$ cat src/rtl/reg_wb_scoreboard_pkg.sv
// Shared widths, reset levels and grant-source encoding for the writeback
// scoreboard and its arbiter.
package reg_wb_scoreboard_pkg;

   localparam int REG_BUS  = 5;
   localparam int RS_BUS   = 5;
   localparam int XLEN_BUS = 32;

   localparam logic [REG_BUS-1:0] REG_ZERO = '0;

   localparam logic RST_ENABLE  = 1'b1;
   localparam logic RST_DISABLE = 1'b0;

   typedef enum logic {
      GNT_E = 1'b0,
      GNT_M = 1'b1
   } gnt_src_t;

   typedef logic [REG_BUS-1:0] reg_idx_t;

endpackage

$ cat src/rtl/reg_wb_scoreboard_if.sv
// Issue, execute/load writeback and register-file port bundle.
// Handshakes: a transfer happens on a cycle where valid and ready are both 1;
// once valid is raised, the source holds valid and payload stable until ready.
interface reg_wb_scoreboard_if
   import reg_wb_scoreboard_pkg::*;
#(
   parameter int REG_NUM = 32,
   parameter int XLEN    = XLEN_BUS
);

   logic                issue_valid_i;
   logic                issue_ready_o;
   logic [RS_BUS-1:0]   issue_rs1_i;
   logic [RS_BUS-1:0]   issue_rs2_i;
   reg_idx_t            issue_rd_i;
   logic                issue_wen_i;
   logic                issue_is_load_i;

   logic                e_valid_i;
   logic                e_ready_o;
   reg_idx_t            e_rd_i;
   logic [XLEN-1:0]     e_wdata_i;

   logic                m_valid_i;
   logic                m_ready_o;
   reg_idx_t            m_rd_i;
   logic [XLEN-1:0]     m_wdata_i;

   logic                wen_o;
   reg_idx_t            rd_o;
   logic [XLEN-1:0]     wdata_o;
   logic [REG_NUM-1:0]  busy_o;
   logic                err_o;
   gnt_src_t            last_grant;

   modport slave (
      input  issue_valid_i, issue_rs1_i, issue_rs2_i, issue_rd_i,
             issue_wen_i, issue_is_load_i,
      input  e_valid_i, e_rd_i, e_wdata_i,
      input  m_valid_i, m_rd_i, m_wdata_i,
      output issue_ready_o, e_ready_o, m_ready_o,
      output wen_o, rd_o, wdata_o, busy_o, err_o, last_grant
   );

   modport master (
      output issue_valid_i, issue_rs1_i, issue_rs2_i, issue_rd_i,
             issue_wen_i, issue_is_load_i,
      output e_valid_i, e_rd_i, e_wdata_i,
      output m_valid_i, m_rd_i, m_wdata_i,
      input  issue_ready_o, e_ready_o, m_ready_o,
      input  wen_o, rd_o, wdata_o, busy_o, err_o, last_grant
   );

endinterface

$ cat src/rtl/reg_wb_scoreboard_wb_rr_arbiter.sv
// Two-way round-robin arbiter for the register-file write port; on contention
// the source that did not win last time gets the port.
module wb_rr_arbiter
   import reg_wb_scoreboard_pkg::*;
(
   input  logic     clk,
   input  logic     rst,
   input  logic     e_valid,
   input  logic     m_valid,
   output logic     e_ready,
   output logic     m_ready,
   output gnt_src_t last_grant
);

   gnt_src_t last_q;
   gnt_src_t last_d;

   always_ff @(posedge clk) begin
      if (rst == RST_ENABLE) last_q <= GNT_E;
      else                   last_q <= last_d;
   end

   always_comb begin
      e_ready = 1'b0;
      m_ready = 1'b0;
      last_d  = last_q;
      if (rst == RST_DISABLE) begin
         if (e_valid && (!m_valid || last_q == GNT_M)) begin
            e_ready = 1'b1;
            last_d  = GNT_E;
         end else if (m_valid) begin
            m_ready = 1'b1;
            last_d  = GNT_M;
         end
      end
   end

   assign last_grant = last_q;

endmodule

$ cat src/rtl/reg_wb_scoreboard.sv
// GPR write-port controller: busy scoreboard for RAW/WAW issue stalls,
// outstanding-load cap, and E/M writeback arbitration.
module reg_wb_scoreboard
   import reg_wb_scoreboard_pkg::*;
#(
   parameter int REG_NUM   = 32,
   parameter int XLEN      = XLEN_BUS,
   parameter int MAX_LOADS = 4
)(
   input logic               clk_i,
   input logic               rst_i,
   reg_wb_scoreboard_if.slave bus
);

   localparam int CNT_W = $clog2(MAX_LOADS + 1);

   logic [REG_NUM-1:0] busy_q, busy_d, set_vec, clr_vec;
   logic [CNT_W-1:0]   cnt_q, cnt_d;
   logic               err_q, err_d;

   logic               run, hazard, issue_ready, fire;
   logic               e_ready, m_ready, grant, inc, dec;
   gnt_src_t           last_grant;
   reg_idx_t           gnt_rd;
   logic [XLEN-1:0]    gnt_data;

   assign run = (rst_i == RST_DISABLE);

   wb_rr_arbiter u_arb (
      .clk        (clk_i),
      .rst        (rst_i),
      .e_valid    (bus.e_valid_i),
      .m_valid    (bus.m_valid_i),
      .e_ready    (e_ready),
      .m_ready    (m_ready),
      .last_grant (last_grant)
   );

   assign hazard = busy_q[bus.issue_rs1_i] | busy_q[bus.issue_rs2_i]
                 | (bus.issue_wen_i & busy_q[bus.issue_rd_i])
                 | (bus.issue_is_load_i & (cnt_q == CNT_W'(MAX_LOADS)));
   assign issue_ready = run & ~hazard;
   assign fire        = bus.issue_valid_i & issue_ready;

   assign grant    = e_ready | m_ready;
   assign gnt_rd   = m_ready ? bus.m_rd_i    : bus.e_rd_i;
   assign gnt_data = m_ready ? bus.m_wdata_i : bus.e_wdata_i;

   assign bus.issue_ready_o = issue_ready;
   assign bus.e_ready_o     = e_ready;
   assign bus.m_ready_o     = m_ready;
   assign bus.wen_o         = grant & (gnt_rd != REG_ZERO);
   assign bus.rd_o          = grant ? gnt_rd   : REG_ZERO;
   assign bus.wdata_o       = grant ? gnt_data : '0;
   assign bus.busy_o        = busy_q;
   assign bus.err_o         = err_q;
   assign bus.last_grant    = last_grant;

   // A set/clear collision implies a broken WAW stall; set wins and it is flagged.
   always_comb begin
      set_vec = '0;
      clr_vec = '0;
      if (fire && bus.issue_wen_i && bus.issue_rd_i != REG_ZERO)
         set_vec[bus.issue_rd_i] = 1'b1;
      if (bus.wen_o)
         clr_vec[gnt_rd] = 1'b1;
      busy_d    = (busy_q & ~clr_vec) | set_vec;
      busy_d[0] = 1'b0;

      err_d = err_q
            | (bus.wen_o & ~busy_q[gnt_rd])
            | (m_ready & (cnt_q == '0))
            | (|(set_vec & clr_vec));

      inc   = fire & bus.issue_is_load_i;
      dec   = m_ready & (cnt_q != '0);
      cnt_d = cnt_q;
      if (inc && !dec)      cnt_d = cnt_q + CNT_W'(1);
      else if (dec && !inc) cnt_d = cnt_q - CNT_W'(1);
   end

   always_ff @(posedge clk_i) begin
      if (rst_i == RST_ENABLE) begin
         busy_q <= '0;
         cnt_q  <= '0;
         err_q  <= 1'b0;
      end else begin
         busy_q <= busy_d;
         cnt_q  <= cnt_d;
         err_q  <= err_d;
      end
   end

endmodule

$ cat src/flat_wrapper.sv
// flat-port wrapper written by rule: the top's interface ports become plain ports
module reg_wb_scoreboard_flat import reg_wb_scoreboard_pkg::*;
#(
   parameter int REG_NUM   = 32,
   parameter int XLEN      = XLEN_BUS,
   parameter int MAX_LOADS = 4
)
  (clk_i, rst_i, bus_issue_valid_i, bus_issue_rs1_i, bus_issue_rs2_i, bus_issue_rd_i, bus_issue_wen_i, bus_issue_is_load_i, bus_e_valid_i, bus_e_rd_i, bus_e_wdata_i, bus_m_valid_i, bus_m_rd_i, bus_m_wdata_i, bus_issue_ready_o, bus_e_ready_o, bus_m_ready_o, bus_wen_o, bus_rd_o, bus_wdata_o, bus_busy_o, bus_err_o, bus_last_grant);
  reg_wb_scoreboard_if #(.REG_NUM(REG_NUM), .XLEN(XLEN)) bus_i ();
  input logic clk_i;
  input logic rst_i;
  input wire logic [$bits(bus_i.issue_valid_i)-1:0] bus_issue_valid_i;
  input wire logic [$bits(bus_i.issue_rs1_i)-1:0] bus_issue_rs1_i;
  input wire logic [$bits(bus_i.issue_rs2_i)-1:0] bus_issue_rs2_i;
  input wire logic [$bits(bus_i.issue_rd_i)-1:0] bus_issue_rd_i;
  input wire logic [$bits(bus_i.issue_wen_i)-1:0] bus_issue_wen_i;
  input wire logic [$bits(bus_i.issue_is_load_i)-1:0] bus_issue_is_load_i;
  input wire logic [$bits(bus_i.e_valid_i)-1:0] bus_e_valid_i;
  input wire logic [$bits(bus_i.e_rd_i)-1:0] bus_e_rd_i;
  input wire logic [$bits(bus_i.e_wdata_i)-1:0] bus_e_wdata_i;
  input wire logic [$bits(bus_i.m_valid_i)-1:0] bus_m_valid_i;
  input wire logic [$bits(bus_i.m_rd_i)-1:0] bus_m_rd_i;
  input wire logic [$bits(bus_i.m_wdata_i)-1:0] bus_m_wdata_i;
  output wire logic [$bits(bus_i.issue_ready_o)-1:0] bus_issue_ready_o;
  output wire logic [$bits(bus_i.e_ready_o)-1:0] bus_e_ready_o;
  output wire logic [$bits(bus_i.m_ready_o)-1:0] bus_m_ready_o;
  output wire logic [$bits(bus_i.wen_o)-1:0] bus_wen_o;
  output wire logic [$bits(bus_i.rd_o)-1:0] bus_rd_o;
  output wire logic [$bits(bus_i.wdata_o)-1:0] bus_wdata_o;
  output wire logic [$bits(bus_i.busy_o)-1:0] bus_busy_o;
  output wire logic [$bits(bus_i.err_o)-1:0] bus_err_o;
  output wire logic [$bits(bus_i.last_grant)-1:0] bus_last_grant;
  assign bus_i.issue_valid_i = bus_issue_valid_i;
  assign bus_i.issue_rs1_i = bus_issue_rs1_i;
  assign bus_i.issue_rs2_i = bus_issue_rs2_i;
  assign bus_i.issue_rd_i = bus_issue_rd_i;
  assign bus_i.issue_wen_i = bus_issue_wen_i;
  assign bus_i.issue_is_load_i = bus_issue_is_load_i;
  assign bus_i.e_valid_i = bus_e_valid_i;
  assign bus_i.e_rd_i = bus_e_rd_i;
  assign bus_i.e_wdata_i = bus_e_wdata_i;
  assign bus_i.m_valid_i = bus_m_valid_i;
  assign bus_i.m_rd_i = bus_m_rd_i;
  assign bus_i.m_wdata_i = bus_m_wdata_i;
  assign bus_issue_ready_o = bus_i.issue_ready_o;
  assign bus_e_ready_o = bus_i.e_ready_o;
  assign bus_m_ready_o = bus_i.m_ready_o;
  assign bus_wen_o = bus_i.wen_o;
  assign bus_rd_o = bus_i.rd_o;
  assign bus_wdata_o = bus_i.wdata_o;
  assign bus_busy_o = bus_i.busy_o;
  assign bus_err_o = bus_i.err_o;
  assign bus_last_grant = bus_i.last_grant;
  reg_wb_scoreboard #(.REG_NUM(REG_NUM), .XLEN(XLEN), .MAX_LOADS(MAX_LOADS)) u_core (.clk_i(clk_i), .rst_i(rst_i), .bus(bus_i));
endmodule
$ cat config.mk
export PLATFORM = sky130hd
export DESIGN_NAME = reg_wb_scoreboard_flat
export DESIGN_NICKNAME = d
export VERILOG_FILES = /design/src/rtl/reg_wb_scoreboard_pkg.sv /design/src/rtl/reg_wb_scoreboard_if.sv /design/src/rtl/reg_wb_scoreboard_wb_rr_arbiter.sv /design/src/rtl/reg_wb_scoreboard.sv /design/src/flat_wrapper.sv
export SDC_FILE = /design/constraint.sdc
export NUM_CORES = 1
export LEC_CHECK = 0
export CORE_ASPECT_RATIO = 0.5
export CORE_MARGIN = 1
export CORE_UTILIZATION = 40
export CTS_CLUSTER_DIAMETER = 100
export DETAILED_ROUTE_END_ITERATION = 7
export PLACE_DENSITY_LB_ADDON = 0.25
export SYNTH_ARGS = -nofsm -noshare
export SYNTH_HDL_FRONTEND = slang
export SYNTH_SLANG_ARGS = --single-unit
$ cat constraint.sdc
create_clock -name clk_i -period 4.2 [get_ports clk_i]
set_clock_uncertainty 0.05 [all_clocks]
set_input_delay 0.42 -clock clk_i [delete_from_list [all_inputs] [get_ports clk_i]]
set_output_delay 0.42 -clock clk_i [all_outputs]
set_load 0.01 [all_outputs]
* Word level (Yosys, flattened, before mapping) *
Cells that the tools add are included.

storage, ports and cells
  bits in registers = 37
  input bits = 96
  output and inout port bits = 75
  logic and storage cells = 80

cells by class
  add/subtract/negate cells = 2
  order comparisons = 6
  equal/unequal tests = 1
  mux-type cells = 25
  bitwise gates (word level) = 23
  reduce and logical (&&, ||, !) cells = 18

operator list
  operator                                                                number
  32-bit 2-to-1 mux                                                       4
  32-bit bitwise AND                                                      2
  32-bit inverter                                                         1
  32-bit OR                                                               1
  32-bit OR reduction                                                     1
  5-bit by 6-bit < comparator with 1-bit output (second input constant)   4
  1-bit binary-select mux with 5-bit select                               4
  1-bit 2-to-1 mux                                                        11
  1-bit demux with 5-bit select                                           2
  5-bit by 1-bit >= comparator with 1-bit output (second input constant)  2
  5-bit 2-to-1 mux                                                        2
  5-bit nonzero test                                                      2
  1-bit bitwise AND                                                       9
  1-bit logical AND                                                       7
  1-bit OR                                                                7
  3-bit 2-to-1 mux                                                        2
  3-bit by 1-bit adder with 3-bit output (second input constant)          1
  3-bit equality test (second input constant)                             1
  1-bit zero test                                                         3
  3-bit zero test                                                         1
  1-bit inverter                                                          3
  3-bit nonzero test                                                      1
  3-bit by 1-bit subtractor with 3-bit output (second input constant)     1
  2-bit nonzero test                                                      1
  other kinds (2)                                                         2

* Logic depth before layout (Yosys ltp) *
Gate-level depths: netlist of run 1.

  depth after elaboration = 14
  mapped depth = 14

* By module *
Synthesis of run 1 repeated with hierarchy kept, for this count alone.

unflattened totals
  cells, all modules = 458
  area, all modules = 3776.1 µm²

modules (own cells, without submodules)
  module             instances  cells each  area an instance (µm²)  seq. area each (µm²)
  reg_wb_scoreboard  1          452         3714.8                  700.7
  wb_rr_arbiter      1          6           61.3                    20.0

* Worst setup path before layout of run 1 *
Ideal clock, no wire load.

  kind = in2reg
  start = in bus_issue_rd_i[1]
  end = reg u_core.cnt_q[2]
  arrival = 3.420 ns
  data required time = 4.079 ns
  setup slack = 0.659 ns
  cell stages on the path = 14
  buffers on the path = 2
  cells stage by stage = clkbuf_1 -> clkbuf_1 -> mux4_1 -> mux2i_1 -> mux2i_1 -> mux2_2 -> a21oi_1 -> and3_1 -> ha_1 -> inv_1 -> fa_1 -> xor2_1 -> or3_1 -> a21oi_1

on the way
  cells in the longest elaborated chain, start to end = 12

ends and longest elaborated chain
  what                                           RTL line                 source
  start: declaration                             flat_wrapper.sv:15       input wire logic [$bits(bus_i.issue_rd_i)-1:0] bus_issue_rd_i;
  1-bit binary-select mux with 5-bit select (*)  reg_wb_scoreboard.sv:40  | (bus.issue_wen_i & busy_q[bus.issue_rd_i])
  1-bit 2-to-1 mux (not written as such) (*)     reg_wb_scoreboard.sv:40
  1-bit bitwise AND (*)                          reg_wb_scoreboard.sv:40
  1-bit OR (*)                                   reg_wb_scoreboard.sv:40
  1-bit OR (*)                                   reg_wb_scoreboard.sv:41  | (bus.issue_is_load_i & (cnt_q == CNT_W'(MAX_LOADS)));
  1-bit inverter (*)                             reg_wb_scoreboard.sv:42  assign issue_ready = run & ~hazard;
  1-bit bitwise AND (*)                          reg_wb_scoreboard.sv:42
  named net bus_issue_ready_o                    flat_wrapper.sv:24       output wire logic [$bits(bus_i.issue_ready_o)-1:0] bus_issue_ready_o;
  1-bit bitwise AND (*)                          reg_wb_scoreboard.sv:43  assign fire = bus.issue_valid_i & issue_ready;
  1-bit bitwise AND (*)                          reg_wb_scoreboard.sv:75  inc = fire & bus.issue_is_load_i;
  1-bit zero test                                reg_wb_scoreboard.sv:79  else if (dec && !inc) cnt_d = cnt_q - CNT_W'(1);
  1-bit logical AND                              reg_wb_scoreboard.sv:79
  2-bit nonzero test (no line)                   --
  end signal: assignment                         reg_wb_scoreboard.sv:89  cnt_q <= cnt_d;
  end: declaration                               reg_wb_scoreboard.sv:18  logic [CNT_W-1:0] cnt_q, cnt_d;

Mark *: on every way through the listed nets, which the timed path passes. The rest lies on a longest branch. The select of a mux whose other input is x is not followed.
A chain may end at the register's enable or synchronous reset.

* Worst setup path after layout of run 1 *
  start = in bus_issue_rd_i[0]
  end = reg u_core.cnt_q[2]

on the way
  cells in the longest elaborated chain, start to end = 12

ends and longest elaborated chain
  what                                           RTL line
  1-bit binary-select mux with 5-bit select (*)  reg_wb_scoreboard.sv:40
  1-bit 2-to-1 mux (not written as such) (*)     reg_wb_scoreboard.sv:40
  1-bit bitwise AND (*)                          reg_wb_scoreboard.sv:40
  1-bit OR (*)                                   reg_wb_scoreboard.sv:40
  1-bit OR (*)                                   reg_wb_scoreboard.sv:41
  1-bit inverter (*)                             reg_wb_scoreboard.sv:42
  1-bit bitwise AND (*)                          reg_wb_scoreboard.sv:42
  1-bit bitwise AND (*)                          reg_wb_scoreboard.sv:43
  1-bit bitwise AND (*)                          reg_wb_scoreboard.sv:75
  1-bit zero test                                reg_wb_scoreboard.sv:79
  1-bit logical AND                              reg_wb_scoreboard.sv:79
  2-bit nonzero test (no line)                   --

Every way passes the cells marked *; elsewhere a longest branch is shown, timed or not. The select of a mux whose other input is x is not followed.

==> results of run 1 <==
final timing paths:
check,from,end,slack [ps]
max,bus_issue_rd_i[0],u_core.cnt_q[2]$_SDFFE_PP0P_,340
min,u_core.cnt_q[2]$_SDFFE_PP0P_,u_core.cnt_q[2]$_SDFFE_PP0P_,480
max reg2reg,u_core.bus.busy_o[15]$_SDFF_PP0_,u_core.cnt_q[2]$_SDFFE_PP0P_,800
min reg2reg,u_core.cnt_q[2]$_SDFFE_PP0P_,u_core.cnt_q[2]$_SDFFE_PP0P_,480
layout make-up:
cell class              instances  share of cell area [%]
repair buffers                177                   34.55
well taps                      96                   2.369
clock buffers                   5                   2.468
multi-input cells             266                   44.32
flip-flops and latches         36                   14.22
inverters                       4                  0.2962
clock inverters                 3                   1.777
through the flow:
| stage | total power [mW] | setup WS (ps) |
|---|---|---|
| final | 1.261 | 340.8 |
| after global routing | 1.299 | 200.0 |
| after global placement | 0.7171 | 212.4 |
| after detailed placement | 0.7195 | 73.81 |
| after floorplan | 0.5279 | 659.5 |
| after CTS | 1.258 | 348.1 |
power by group through the flow:
stage	Clock (mW)	Sequential [mW]	Combinational [mW]
2_1_floorplan	0	0.366	0.162
3_3_place_gp	0	0.367	0.350
3_5_place_dp	0	0.367	0.352
4_1_cts	0.543	0.360	0.354
5_1_grt	0.560	0.361	0.378
6_report	0.543	0.360	0.358
cells in the mapped netlist (2+ instances only):
master	n	area, um2
nand3b_1	4	30.03
nand2_1	22	82.58
mux2_2	3	33.78
a22o_1	32	280.3
o32a_1	2	20.02
o221ai_1	2	17.52
nand4b_1	3	26.28
nand2b_1	2	12.51
mux4_2	26	585.6
clkbuf_1	20	75.07
buf_1	4	15.01
inv_1	4	15.01
dfxtp_1	36	720.7
a21oi_1	5	25.02
nand3_1	14	70.07
xor2_1	2	17.52
o211ai_1	28	210.2
nor3_1	4	20.02
or3_1	5	31.28
nor2_1	18	67.56
a21boi_0	4	30.03
mux2i_1	21	210.2
o21ai_0	27	135.1
a31oi_1	4	25.02
and3_1	7	43.79
mux4_1	2	52.55
nand4_1	4	25.02
o21ai_1	9	45.04
or4b_4	2	27.53
o311ai_0	3	26.28
registers in the layout (all words and copies together), names as in the netlist:
signal,flops
u_core.bus.err_o,1
u_core.u_arb.last_grant,1
u_core.cnt_q,3
u_core.bus.busy_o,31
cell families after synthesis:
family / after synthesis / synth area share (%)
multiplexers: 52 / 28.53
AND/OR/NAND/NOR: 88 / 14.73
other: 1 / 0.1213
adder cells (fa/ha/maj): 2 / 1.052
XOR/XNOR: 2 / 0.5667
flip-flops: 36 / 23.31
AO/OA/AOI/OAI: 121 / 27.68
buffers and inverters: 30 / 4.006
routing by layer:
layer  GRT usage (%)  share of wire [%]  vias to the layer above
li1                -                  -                     1667
met1           39.14                 39                     1791
met2           49.10                 46                      243
met3           10.39                 13                       32
met4           9.488                2.2                        0
met5               0                  0                        -
cells in the final DEF (no fill, tap or decap), types with 4 or more instances in the layout:
master	n
a22o_1	32
clkbuf_16	5
clkdlybuf4s50_1	169
a31oi_1	4
inv_1	4
nor2_1	18
nand3_1	14
and3_1	7
nand3b_1	4
mux2i_1	21
dfxtp_1	36
a21boi_0	4
a21oi_1	5
or3_1	5
nand2_1	22
o21ai_1	9
mux4_2	26
nor3_1	4
o211ai_1	28
o21ai_0	27
nand4_1	4
buf_4	8
critical path: cells and delay by family:
kind,cells,cell delay [ps]
AO/OA/AOI/OAI,2,350
adder cells (fa/ha/maj),2,550
buffers and inverters,3,920
multiplexers,4,1100
AND/OR/NAND/NOR,2,490
XOR/XNOR,1,180
==> impl_metrics.ini, run 1 <==
[logic_synthesis]
yosysWarnings = 0
ys_ff_latch = 36
ys_seq_area_share_pct = 23.31
yosysUniqueCellTypes = 43
synth_edf_count = 0
synth_cells = 332
syn_area_per_cell_um2 = 9.312
syn_area_mm2 = 0.003092
synth-async-reset-ratio_pct = 0
syn_nets = 430
ys.flop_type = dfxtp_1

[die]
num_rows = 22
chipWidth_um = 126.3
coreArea_mm2 = 0.007405
die_area_mm2 = 0.008106
ios = 171
start_util_pct = 41.75
die_y_um = 64.17

[power_and_ir_drop]
pwr-share-comb_pct = 28.4
ir_drop_mv = 0.1513
p_int_mw = 0.9457
p_clk_share_pct = 43.1
seqPwrFrac_pct = 28.6
switchingPower_mw = 0.3151
p_leak_nw = 1.826
power_density_mw_per_mm2 = 248.7
switching_share_pct = 24.99

[placement]
place_area_mm2 = 0.004855
dp_hpwl_mm = 9.750
routabilityCongestion = 0.9201
placed_cells = 579
port_buffers = 169

[sta]
worst_pin_slew_ps = 588.6
post-route-period-util_pct = 91.88
fin_crit_ps = 3859
hold_viol_final = 0
relSlewSlack_pct = 60.76
finalSetupTns_ps = 0
rsz0062_at_grt = no
slew_violations = 0
holdWs_ps = 479.1
final-setup-viol-count = 0
fmax_mhz = 259.1

[drt]
dr.pass1.iters = 5
vias = 3733
ant_nets = 0
wire_per_inst_um = 21.54
drt_iter0_drc = 379
wl_mm = 12.65
drc = 0
vias_per_cell = 6.359

[cells_and_area]
nFillCells = 620
finalCoreUtilization_pct = 68.47
multi_input_area_mm2 = 0.002247
stdcell_count = 587
syn_to_final_growth_pct = 63.98
final_cell_area_mm2 = 0.005070
nNetsFinal = 588
regArea_um2 = 720.7
diodes = 0
drive_above_1_share_pct = 9.776

[clocking]
clock_sinks = 36
path_clk_slew_ps = 50
ctsResizeCount = 0
cts_buffer_depth = 2
cts_inserted_buffers = 5
clock_latency_ps = 280
post-cts-setup-buffer-count = 0
root_buffer = clkbuf_16
cts_tree = done
postCtsHoldBufs = 0
htreeDepth = 2

[setup_path]
start_kind = input pin
slowest_delay_ps = 650
required_ps = 4360
critPathSlowestCell = clkdlybuf4s50_1
cp.arrival_ps = 4020
end_kind = flip-flop
reg2reg_depth = 11
critPathMaxFanout = 7
criticalPathCategory = input pin to flip-flop
crit_chain = clkdlybuf4s50_1 -> buf_4 -> mux4_1 -> mux2i_1 -> mux2i_1 -> mux2_2 -> a21oi_1 -> and3_1 -> ha_1 -> inv_1 -> fa_1 -> xor2_1 -> or3_1 -> a21oi_1

[global_routing]
grt-ovfl-total = 0
grt_usage_pct = 30.69
grt_pass1_wl_mm = 19.06
grt_max_degree = 35
grt_pass1_vias = 3575
antenna_found_initial = 0

[status]
outcome = completed

[min_path]
min_path_cells = 2
min_path_type = flip-flop to flip-flop

[run]
maxCapViolations = 0
No activity file was read; power rests on OpenSTA's default activity.
==> run 2: changes to the inputs <==
--- a/config.mk
+++ b/config.mk
@@ -7,10 +7,11 @@
 export LEC_CHECK = 0
 export CORE_ASPECT_RATIO = 0.5
 export CORE_MARGIN = 1
-export CORE_UTILIZATION = 40
+export CORE_UTILIZATION = 43
 export CTS_CLUSTER_DIAMETER = 100
 export DETAILED_ROUTE_END_ITERATION = 7
 export PLACE_DENSITY_LB_ADDON = 0.25
 export SYNTH_ARGS = -nofsm -noshare
 export SYNTH_HDL_FRONTEND = slang
+export SYNTH_HIERARCHICAL = 1
 export SYNTH_SLANG_ARGS = --single-unit
==> run 2 against run 1 <==
Net effect:
- worst hold slack got worse by 21 ps
- first-iteration DRC count increased by 88%
- critical path type is now input pin to output pin
- clock-buffer cell count unchanged
- sequential cell count unchanged
- total power decreased by 5.0%
- design area increased by 12%
- register-to-register slack improved by 110 ps
==> impl_metrics.ini, run 2 <==
[logic_synthesis]
synth_top_area_share_pct = 19.09
synth_commonest_cells = 111 x nand2_1, 40 x o21ai_0, 36 x dfxtp_1, 35 x mux2i_1, 28 x nand3b_1
ys_seq_area_share_pct = 19.09
syn_nets = 556
synth-async-reset-ratio_pct = 0
syn_area_mm2 = 0.003776
yosysUniqueCellTypes = 50
synthTopCellsByArea = dfxtp_1 19%, o41ai_2 12%, nand2_1 11%, mux2i_1 9.3%, mux4_2 7.2%
ys_ff_latch = 36
yosysTopAreaCell = dfxtp_1
yosys.cell_count.top_type = nand2_1
ys.flop_type = dfxtp_1
syn_area_per_cell_um2 = 8.245
synth_cells = 458
synth_edf_count = 0
yosysWarnings = 6

[setup_path]
reg2reg_depth = 11
rrSetupSlack_ps = 910
required_ps = 3730
r2r_end = u_core/cnt_q[2]$_SDFFE_PP0P_
critPathMaxFanout = 32
end_kind = output pin
cp.arrival_ps = 3470
start_kind = input pin
criticalPathCategory = input pin to output pin
timing.rr.start = u_core/bus.busy_o[21]$_SDFF_PP0_

[global_routing]
grt_pass1_vias = 3979
grt_pass1_wl_mm = 22.38
grt_max_degree = 68
grt-ovfl-total = 0
grt_usage_pct = 32.44
antenna_found_initial = 0

[min_path]
hp-start = u_core/cnt_q[2]$_SDFFE_PP0P_
min_delay_worst_endpoint = u_core/cnt_q[2]$_SDFFE_PP0P_
min_path_cells = 2
min_path_type = flip-flop to flip-flop

[cells_and_area]
syn_to_final_growth_pct = 50.23
drive_above_1_share_pct = 12.34
final_cell_mix = 169 x clkdlybuf4s50_1, 111 x nand2_1, 40 x o21ai_0
diodes = 0
final_cell_area_mm2 = 0.005673
largest_register_ffs = 31
nFillCells = 696
nNetsFinal = 705
final_common_cell = clkdlybuf4s50_1

[clocking]
path_clk_slew_ps = 60
htreeDepth = 2
cts_inserted_buffers = 5
root_buffer = clkbuf_16
cts_buffer_depth = 2
clock_sinks = 36
postCtsHoldBufs = 0
clock_latency_ps = 290
cts_tree = done
ctsResizeCount = 0
post-cts-setup-buffer-count = 0

[power_and_ir_drop]
p_total_mw = 1.197
ir_drop_mv = 0.1520
power_density_mw_per_mm2 = 211.1
p_leak_nw = 2.084

[die]
chipWidth_um = 134.5
die_y_um = 68.27
die_area_mm2 = 0.009183
start_util_pct = 45.72
coreArea_mm2 = 0.008259
ios = 171
num_rows = 23

[drt]
wire_per_inst_um = 21.25
drt_iter0_drc = 713
vias_per_cell = 6.196
dr.pass1.iters = 6
vias = 4461
drc = 0
wl_mm = 15.30
ant_nets = 0

[run]
maxCapViolations = 0

[sta]
finalSetupTns_ps = 0
fmax_mhz = 254.1
fin_crit_ps = 3935
hold_viol_final = 0
slew_violations = 0
rsz0062_at_grt = no
relSlewSlack_pct = 51.00
worst_pin_slew_ps = 714.6
final-setup-viol-count = 0
holdWs_ps = 457.9
post-route-period-util_pct = 93.69

[placement]
routabilityCongestion = 0.9937
place_area_mm2 = 0.005505
dp_hpwl_mm = 10.78
port_buffers = 169

[status]
outcome = completed
[run 2: changes by cell type in the layout (fill, tap and decap cells not counted), sizes merged, moves of 12 or more]
cell    before  now
nand2       22  111
a22o        32    0
o41ai        0   31
o211ai      28    2
nand3b       4   28
mux2i       21   35
mux4        28   16
[run 2: how the worst max path moves through the flow]
stage	from	end	depth (start not counted)
after floorplan	bus_issue_rs2_i[1]	u_core/cnt_q[2]$_SDFFE_PP0P_	13
after global placement	bus_issue_rs1_i[1]	u_core/cnt_q[2]$_SDFFE_PP0P_	12
after detailed placement	bus_issue_rs1_i[1]	u_core/cnt_q[2]$_SDFFE_PP0P_	12
after CTS	bus_issue_rs1_i[1]	bus_issue_ready_o	8
after global routing	bus_issue_rs1_i[1]	bus_issue_ready_o	9
final	bus_issue_rs1_i[1]	bus_issue_ready_o	8
[run 2: where the power goes]
part / switching [mW] / leakage, nW / total, mW / internal (mW)
Combinational: 0.199 / 1.71 / 0.396 / 0.197
Clock: 0.167 / 0.0798 / 0.446 / 0.279
Sequential: 0.00728 / 0.291 / 0.355 / 0.348
Total: 0.373 / 2.08 / 1.20 / 0.824
[run 2: cells by family (layout without fill, tap and decap cells)]
family | count (synthesis) | after routing | synth area share (%)
muxes | 56 | 56 | 20.71
buffers and inverters | 47 | 197 | 6.395
adders and majority gates | 2 | 2 | 0.8615
DFF | 36 | 36 | 19.09
xor gates and xnor gates | 2 | 2 | 0.4640
AOI/OAI and AO/OA | 108 | 108 | 26.01
other | 1 | 1 | 0.09931
and+or+nand+nor | 206 | 206 | 26.38
[run 2: critical path, cell delays in order]
cell	delay, ps
clkdlybuf4s50_1	800
mux4_2	560
a211o_1	350
a22oi_4	200
nand3_4	90
buf_4	300
a21oi_1	180
clkdlybuf4s50_1	550
[run 2: area by class of cell]
class	count	area [um2]	share of cell area, %
clock buffers	5	125.1	2.206
clock inverters	3	42.54	0.7499
well taps	112	140.1	2.470
inverters	5	18.77	0.3308
repair buffers	184	1804	31.80
multi-input cells	375	2821	49.74
flip-flops and latches	36	720.7	12.70
[run 2: layer usage]
metal | wire length [um] | GRT usage, %
met2 | 6828 | 53.04
met3 | 1801 | 6.667
met1 | 6082 | 41.69
met4 | 590 | 15.73
met5 | 0 | 0
[run 2: per-stage QoR]
| stage | instances | util [%] | setup WS, ps |
|---|---|---|---|
| 2_1_floorplan | 458 | - | 718.6 |
| 3_3_place_gp | 712 | 66.66 | 303.6 |
| 3_5_place_dp | 712 | 66.66 | 203.8 |
| 4_1_cts | 720 | 68.69 | 265.6 |
| 5_1_grt | 720 | 68.69 | 128.9 |
| 6_report | 720 | 68.69 | 265.0 |
